## src/rtl/ns_arb_pkg.sv

```systemverilog
// rtl/ns_arb_pkg.sv - shared index width helper and index type for the round-robin mux
package ns_arb_pkg;

    // Widest channel index any instance is expected to need; arbitration
    // arithmetic is carried at this width and sliced down per instance.
    localparam int NS_IDX_MAX_W = 16;

    typedef logic [NS_IDX_MAX_W-1:0] ns_idx_t;

    // A single channel still gets a 1-bit index so ports never collapse to zero width.
    function automatic int ns_idx_w(input int n);
        return (n <= 1) ? 1 : $clog2(n);
    endfunction

endpackage

```

## src/rtl/ns_rr_arb.sv

```systemverilog
// rtl/ns_rr_arb.sv - combinational round-robin arbiter (lock inputs under NS_RR_MUX_PKT_LOCK_EN)
module ns_rr_arb
    import ns_arb_pkg::*;
#(
    parameter  int CH_NUM    = 4,
    localparam int IDX_WIDTH = ns_idx_w(CH_NUM)
) (
    input  logic [CH_NUM-1:0]    req,
    input  logic [IDX_WIDTH-1:0] ptr,
`ifdef NS_RR_MUX_PKT_LOCK_EN
    input  logic                 lock,
    input  logic [IDX_WIDTH-1:0] lock_idx,
`endif
    output logic [CH_NUM-1:0]    grant,
    output logic [IDX_WIDTH-1:0] idx
);

    ns_idx_t cand;
    logic    found;

    // Scan channels starting at ptr, wrapping, and grant the first requester;
    // a held packet lock pins the grant to the locked channel instead.
    always_comb begin
        grant = '0;
        idx   = '0;
        cand  = '0;
        found = 1'b0;
`ifdef NS_RR_MUX_PKT_LOCK_EN
        if (lock) begin
            idx             = lock_idx;
            grant[lock_idx] = req[lock_idx];
        end else
`endif
        begin
            for (int k = 0; k < CH_NUM; k++) begin
                cand = ns_idx_t'(ptr) + ns_idx_t'(k);
                if (cand >= ns_idx_t'(CH_NUM)) begin
                    cand = cand - ns_idx_t'(CH_NUM);
                end
                if (!found && req[cand[IDX_WIDTH-1:0]]) begin
                    found                      = 1'b1;
                    grant[cand[IDX_WIDTH-1:0]] = 1'b1;
                    idx                        = cand[IDX_WIDTH-1:0];
                end
            end
        end
    end

endmodule

```

## src/rtl/ns_rr_mux.sv

```systemverilog
// rtl/ns_rr_mux.sv - registered round-robin N:1 valid/ready mux (packet lock under NS_RR_MUX_PKT_LOCK_EN)
module ns_rr_mux
    import ns_arb_pkg::*;
#(
    parameter  int DATA_WIDTH = 8,
    parameter  int CH_NUM     = 4,
    localparam int IDX_WIDTH  = ns_idx_w(CH_NUM)
) (
    input  logic                  clk,
    input  logic                  rst_n,
    input  logic [CH_NUM-1:0]     in_valid,
    input  logic [DATA_WIDTH-1:0] in_data [CH_NUM],
    input  logic [CH_NUM-1:0]     in_last,
    output logic [CH_NUM-1:0]     in_ready,
    output logic                  out_valid,
    output logic [DATA_WIDTH-1:0] out_data,
    output logic                  out_last,
    output logic [IDX_WIDTH-1:0]  out_idx,
    input  logic                  out_ready
);

    logic                  load;
    logic                  xfer;
    logic [CH_NUM-1:0]     grant;
    logic [IDX_WIDTH-1:0]  gidx;
    logic [IDX_WIDTH-1:0]  ptr;
    logic [IDX_WIDTH-1:0]  ptr_next;
    logic [DATA_WIDTH-1:0] sel_data;
    logic                  sel_last;
`ifdef NS_RR_MUX_PKT_LOCK_EN
    logic                  locked;
`endif

    ns_rr_arb #(
        .CH_NUM   (CH_NUM)
    ) u_arb (
        .req      (in_valid),
        .ptr      (ptr),
`ifdef NS_RR_MUX_PKT_LOCK_EN
        .lock     (locked),
        .lock_idx (out_idx),
`endif
        .grant    (grant),
        .idx      (gidx)
    );

    // The output register can take a beat when empty or being drained this cycle;
    // rst_n gating keeps every in_ready low while reset is held.
    assign load     = ~out_valid | out_ready;
    assign in_ready = grant & {CH_NUM{load & rst_n}};
    assign xfer     = |(in_valid & in_ready);
    assign ptr_next = (gidx == IDX_WIDTH'(CH_NUM - 1)) ? '0 : gidx + IDX_WIDTH'(1);

    // One-hot AND-OR payload select driven by the arbiter grant.
    always_comb begin
        sel_data = '0;
        sel_last = 1'b0;
        for (int i = 0; i < CH_NUM; i++) begin
            sel_data |= in_data[i] & {DATA_WIDTH{grant[i]}};
            sel_last |= in_last[i] & grant[i];
        end
    end

    // Output register: load a granted beat, or empty when loadable with nothing granted.
    always_ff @(posedge clk or negedge rst_n) begin
        if (!rst_n) begin
            out_valid <= 1'b0;
            out_data  <= '0;
            out_last  <= 1'b0;
            out_idx   <= '0;
        end else if (load) begin
            out_valid <= xfer;
            if (xfer) begin
                out_data <= sel_data;
                out_last <= sel_last;
                out_idx  <= gidx;
            end
        end
    end

    // Priority pointer moves just past the served channel (only at packet end when locking).
    always_ff @(posedge clk or negedge rst_n) begin
        if (!rst_n) begin
            ptr <= '0;
        end else if (xfer) begin
`ifdef NS_RR_MUX_PKT_LOCK_EN
            if (sel_last) begin
                ptr <= ptr_next;
            end
`else
            ptr <= ptr_next;
`endif
        end
    end

`ifdef NS_RR_MUX_PKT_LOCK_EN
    // Lock the grant to the current channel between a non-last beat and its packet end.
    always_ff @(posedge clk or negedge rst_n) begin
        if (!rst_n) begin
            locked <= 1'b0;
        end else if (xfer) begin
            locked <= ~sel_last;
        end
    end
`endif

endmodule

```

## config.mk

```make
export PLATFORM = sky130hd
export DESIGN_NAME = ns_rr_mux
export DESIGN_NICKNAME = d
export VERILOG_FILES = /design/src/rtl/ns_arb_pkg.sv /design/src/rtl/ns_rr_arb.sv /design/src/rtl/ns_rr_mux.sv
export SDC_FILE = /design/constraint.sdc
export NUM_CORES = 1
export LEC_CHECK = 0
export BUFFER_PORTS_ARGS = -buffer_cell sky130_fd_sc_hd__buf_4
export CAP_MARGIN = 20
export CORE_MARGIN = 2
export CORE_UTILIZATION = 44
export CTS_BUF_LIST = sky130_fd_sc_hd__clkbuf_2
export DETAILED_ROUTE_END_ITERATION = 8
export PLACE_DENSITY = 0.74
export SETUP_SLACK_MARGIN = 0.2
export SKIP_CTS_REPAIR_TIMING = 1
export SYNTH_ARGS = -nofsm -noshare
export SYNTH_HDL_FRONTEND = slang
export SYNTH_SLANG_ARGS = --single-unit
```

## constraint.sdc

```tcl
create_clock -name clk -period 3.4 [get_ports clk]
set_input_delay 0.17 -clock clk [delete_from_list [all_inputs] [get_ports clk]]
set_output_delay 0.17 -clock clk [all_outputs]
set_load 0.005 [all_outputs]
```

# ---- Word-level counts from Yosys, hierarchy flattened
# Index checks and enable logic that the tools add are counted.
dict set report totals {
  register_bits 14
  in_bits 43
  word_cells 92
}
dict set report classes {
  n_addsub 8
  magnitude_cmp 12
  eq_ne 1
  muxes 32
  n_bitwise 22
  n_reduce_logical 12
}
# cell n
set ops {}
lappend ops {{8-bit AND} 4}
lappend ops {{8-bit bitwise OR} 3}
lappend ops {{2-bit two-way mux} 9}
lappend ops {{4-bit two-way mux} 4}
lappend ops {{2-bit by 3-bit less-than comparator with 1-bit output (second input constant)} 4}
lappend ops {{4-bit bitwise OR} 3}
lappend ops {{1-bit two-way mux} 11}
lappend ops {{3-bit greater-or-equal comparator (second input constant)} 3}
lappend ops {{4-bit AND} 2}
lappend ops {{1-bit binary-select mux with 2-bit select} 4}
lappend ops {{1-bit demux with 2-bit select} 4}
lappend ops {{2-bit by 1-bit greater-or-equal comparator with 1-bit output (second input constant)} 4}
lappend ops {{2-bit by 1-bit subtractor with 2-bit output (second input constant)} 4}
lappend ops {{1-bit logical AND} 7}
lappend ops {{2-bit by 2-bit adder with 3-bit output (second input constant)} 2}
lappend ops {{1-bit AND} 5}
lappend ops {{1-bit bitwise OR} 4}
lappend ops {{4-bit OR reduction} 1}
lappend ops {{2-bit by 1-bit adder with 3-bit output (second input constant)} 1}
lappend ops {{2-bit by 3-bit greater-or-equal comparator with 1-bit output (second input constant)} 1}
lappend ops {{1-bit zero test} 3}
lappend ops {{2-bit by 1-bit adder with 2-bit output (second input constant)} 1}
lappend ops {{2-bit == test (second input constant)} 1}
lappend ops {{2-bit AND reduction} 1}
lappend ops {{1-bit inverter} 1}

# ---- Logic depth before layout (Yosys ltp)
dict set report logic_depth {
  word_depth 18
  depth_mapped 13
}

# ---- Hierarchy
# From an unflattened synthesis, not the netlist that was laid out.
dict set report unflattened {
  hier_cells 137
  hier_area_um2 1283.7
}
# module n_inst cells_per_inst area_each_um2
set modules_own_cells {}
lappend modules_own_cells {ns_rr_mux 1 72 794.5}
lappend modules_own_cells {ns_rr_arb 1 65 489.2}

# ---- Worst setup path after synthesis
# Ideal clock, no wire load.
dict set report synth_timing {
  path_kind {register -> register}
  startpoint {register (tool-made name)}
  endpoint {register out_idx[1]}
  arrival_time_ns 3.031
  required_ns 3.275
  path_slack_ns 0.244
  path_stages_with_launch 12
  n_path_buf 3
  path_cell_list {dfrtp_1 -> buf_6 -> inv_1 -> ha_1 -> clkbuf_1 -> mux4_2 -> and3b_1 -> a221oi_4 -> a21boi_1 -> o41a_1 -> buf_4 -> mux2_4}
}
# element line
set synth_rtl {}
lappend synth_rtl {{end signal: assignment} ns_rr_mux.sv:76} ;# out_idx <= gidx;
lappend synth_rtl {{end: declaration} ns_rr_mux.sv:18} ;# output logic [IDX_WIDTH-1:0] out_idx,

# ---- Worst setup path in the final report
dict set report layout_timing {
  startpoint {register ptr[1]}
  endpoint {register ptr[1]}
}
dict set report layout_between {
  elab_chain_cells 17
}
# element line
set layout_rtl {}
lappend layout_rtl {{start: declaration} ns_rr_mux.sv:26} ;# logic [IDX_WIDTH-1:0] ptr;
lappend layout_rtl {{start signal: assignment} ns_rr_mux.sv:91} ;# ptr <= ptr_next;
lappend layout_rtl {{parallel branches: the longest is 17 deep, another holds 2-bit by 1-bit adder with 3-bit output} n/a}
# Several ways; the timed one is not identified. The select of a mux whose other input is x is not followed.
# A chain may end at the register's enable or synchronous reset.

==> results.json <==
{
  "post_synth_mux_area_share": 0.104,
  "num_antenna_cells": 0,
  "worstSetupStartpoint": "ptr[1]",
  "synth.cells.most_frequent": "sky130_fd_sc_hd__a22oi_1 (18), sky130_fd_sc_hd__nand2_1 (18), sky130_fd_sc_hd__nor2_1 (15), sky130_fd_sc_hd__dfrtp_1 (14), sky130_fd_sc_hd__a31oi_1 (13)",
  "timing.critical_path.slowest_cell_delay_ps": 580,
  "crit_path_top_delay_cell": "sky130_fd_sc_hd__o41a_4",
  "total_count_of_max_transition_violations_in_the_final_report": 0,
  "violations": "DRC",
  "ys_ff_latch": 14,
  "layout_min_cycle_time_ps": 2960,
  "clock_latency_on_the_worst_skew_pair_ps": 290,
  "worstSetupPathType": "reg -> reg",
  "hp-start": "out_ready",
  "detail_route.first_pass.iterations": 6,
  "rsz_0062_raised_after_global_routing": "no",
  "path_max_fanout": 13,
  "placement.io_buffers": 58,
  "die_y_um": 58.7,
  "final_ws_setup_ps": 439,
  "run_status": "finished, violations left",
  "fp.coreArea_um2": 2810,
  "path_cells": "inv_1, ha_2, mux4_2, and3b_1, a221oi_4, a21boi_1, o41a_4, buf_4, nor2_1, a21oi_1",
  "boundaryPins": 59,
  "maxClockFrequency_ghz": 0.338,
  "tightest_slew_ps": 530,
  "maximum_capacitance_violations": 0,
  "initial_utilization": 0.470,
  "synth_cell_types": 38,
  "cts.root.buffer_cell": "sky130_fd_sc_hd__clkbuf_2",
  "synth-seq-area-share": 0.266,
  "postSynthCellCount": 146,
  "synth_async_sr_flop_share": 1.00,
  "power_density_nw_per_um2": 960,
  "count_of_flip_flops_with_a_built_in_enable_after_synthesis": 0,
  "startpoint_type": "register",
  "whs_ps": 39.4,
  "synth_top_area_cell": "sky130_fd_sc_hd__dfrtp_1",
  "detailed_place.area_um2": 1750,
  "endpoint_kind": "register",
  "finalHoldViolCount": 0,
  "cts_made_buffers": 3,
  "synth_fp_nets": 195,
  "timing.reg2reg.worst_path_depth": 10,
  "r2r_setup_slack_ps": 440,
  "finalNetCount": 256,
  "detailedPlace.worstSlack_ps": 240,
  "timing.critical_path.arrival_ps": 3130,
  "n_fill_cell": 246,
  "tritoncts": "built",
  "cts-root-to-sink-buffers": 2,
  "yosys_warnings": 0,
  "synth_fa_ha_area_frac": 0.0570,
  "worstSetupEndpoint": "ptr[1]",
  "path_clk_slew_ps": 140,
  "setup_viol_count_final": 0,
  "post-dp-hpwl_um": 2920,
  "drt_iter0_drc": 53,
  "totalWireLength_um": 3660,
  "relSlewSlack": 0.643,
  "number_of_global_route_vias_before_repair": 1345,
  "total_leakage_power_nw": 0.831,
  "route.detailed.drc": 1,
  "irDropWorstVdd_mv": 0.485,
  "synthXorXnorAreaFrac": 0.00665,
  "grt.total_usage": 0.220,
  "totalNegativeSetupSlack_ps": 0,
  "synth_compound_gate_area_share": 0.332,
  "gpl.final_weighted_congestion": 0.896,
  "hold_class": "in -> reg",
  "postSynth.topFlopCell": "sky130_fd_sc_hd__dfrtp_1",
  "fp-row-count": 19,
  "grt_start_max_net_pins": 16,
  "antenna_found_initial": 0,
  "die_area_um2": 3450,
  "avgViaCountPerCell": 5.86,
  "synth_area_in_simple_gates": 0.156,
  "overflow": 0,
  "design_area_um2": 1800,
  "regToRegEndpoint": "ptr[1]",
  "synth_area_per_cell_um2": 9.02,
  "route.vias.total": 1389,
  "global_route_wire_length_before_repair_um": 5960,
  "worst_r2r_startpoint": "ptr[1]",
  "area.growth.synth_to_final_pct": 36.8,
  "clock_sink_count": 14,
  "netlist_area_um2": 1320,
  "die_width_um": 58.7,
  "main_combinational_cell_family_by_area_after_synthesis": "compound AO/OA/AOI/OAI gates",
  "min_period_over_period": 0.871,
  "routedWlPerCell_um": 15.5,
  "clock-skew-final_ps": 17.4,
  "post_route_cells_drive_above_1_share": 0.388,
  "h_tree_lvl_count": 1,
  "ant_nets": 0,
  "critPathRequiredTime_ps": 3570,
  "synth_area_leaders": "sky130_fd_sc_hd__dfrtp_1 (27%), sky130_fd_sc_hd__a22oi_1 (10%), sky130_fd_sc_hd__mux4_2 (6.8%), sky130_fd_sc_hd__a31oi_1 (6.2%), sky130_fd_sc_hd__ha_1 (5.7%)",
  "post-synth-top-area-fraction": 0.266
}
==> cell families after synthesis <==
| family | after synthesis |
|---|---|
| simple gates | 41 |
| fa+ha+maj | 6 |
| xor+xnor | 1 |
| compound gates | 59 |
| buf+inv | 17 |
| flops | 14 |
| mux | 8 |
==> stage by stage <==
step | total power, W | std cells | utilization
floorplan | 0.00127 | 146 | -
global placement | 0.00159 | 231 | 0.625
detailed placement | 0.00161 | 231 | 0.625
CTS | 0.00169 | 235 | 0.632
global route | 0.00187 | 237 | 0.642
finish | 0.00173 | 237 | 0.642
==> layer usage <==
layer | GRT usage | share of wire | vias to the layer above
li1 | - | - | 685
met1 | 0.305 | 0.44 | 640
met2 | 0.359 | 0.49 | 62
met3 | 0.0352 | 0.065 | 2
met4 | 0.0552 | 0.0066 | 0
met5 | 0 | 0 | -
==> critical path: cells and delay by family (launching register included) <==
kind / cells / cell delay, ps
adders and majority gates: 1 / 450
DFF: 1 / 360
and+or+nand+nor: 2 / 330
AOI/OAI and AO/OA: 4 / 980
muxes: 1 / 430
buffers and inverters: 2 / 290
==> area by class of cell <==
type	count	area (um2)	share of cell area
multi-input combinational	115	877	0.487
timing repair buffer	64	483	0.268
inverter	9	33.8	0.0187
tap	31	38.8	0.0215
sequential	14	350	0.194
clock inverter	1	3.75	0.00208
clock buffer	3	15.0	0.00833
==> layout by cell type, fill, tap and decap left out, types with 2 or more instances in the layout <==
| cell type | count |
|---|---|
| sky130_fd_sc_hd__inv_1 | 9 |
| sky130_fd_sc_hd__ha_1 | 5 |
| sky130_fd_sc_hd__clkbuf_2 | 3 |
| sky130_fd_sc_hd__buf_4 | 63 |
| sky130_fd_sc_hd__nand2_1 | 18 |
| sky130_fd_sc_hd__a22oi_1 | 18 |
| sky130_fd_sc_hd__o211ai_1 | 2 |
| sky130_fd_sc_hd__mux4_2 | 4 |
| sky130_fd_sc_hd__nand3_1 | 3 |
| sky130_fd_sc_hd__dfrtp_1 | 14 |
| sky130_fd_sc_hd__o221a_2 | 2 |
| sky130_fd_sc_hd__o21ai_0 | 3 |
| sky130_fd_sc_hd__a31oi_1 | 13 |
| sky130_fd_sc_hd__and3b_1 | 2 |
| sky130_fd_sc_hd__nor2_1 | 15 |
| sky130_fd_sc_hd__a21oi_1 | 9 |
==> flip-flops by register name (all words and copies together), names as in the netlist, named ones only <==
signal	flops
out_data	8
out_idx	2
out_last	1
out_valid	1
ptr	1
==> where the power goes <==
part / switching [W] / internal [W] / total (W) / leakage [nW]
combinational: 0.000722 / 0.000623 / 0.00134 / 0.657
clock: 0.0000538 / 0.0000255 / 0.0000794 / 0.0140
sequential: 0.0000491 / 0.000256 / 0.000305 / 0.160
==> worst min path at each step <==
stage             endpoint  slack [ps]  depth (start not counted)
2_1_floorplan    async pin        -130                          0
3_3_place_gp   out_data[0]          30                          1
3_5_place_dp   out_data[7]          30                          1
4_1_cts        out_data[0]        -300                          1
5_1_grt          out_valid          20                          2
6_report         out_valid          40                          2
(Power assumes the default switching activity.)
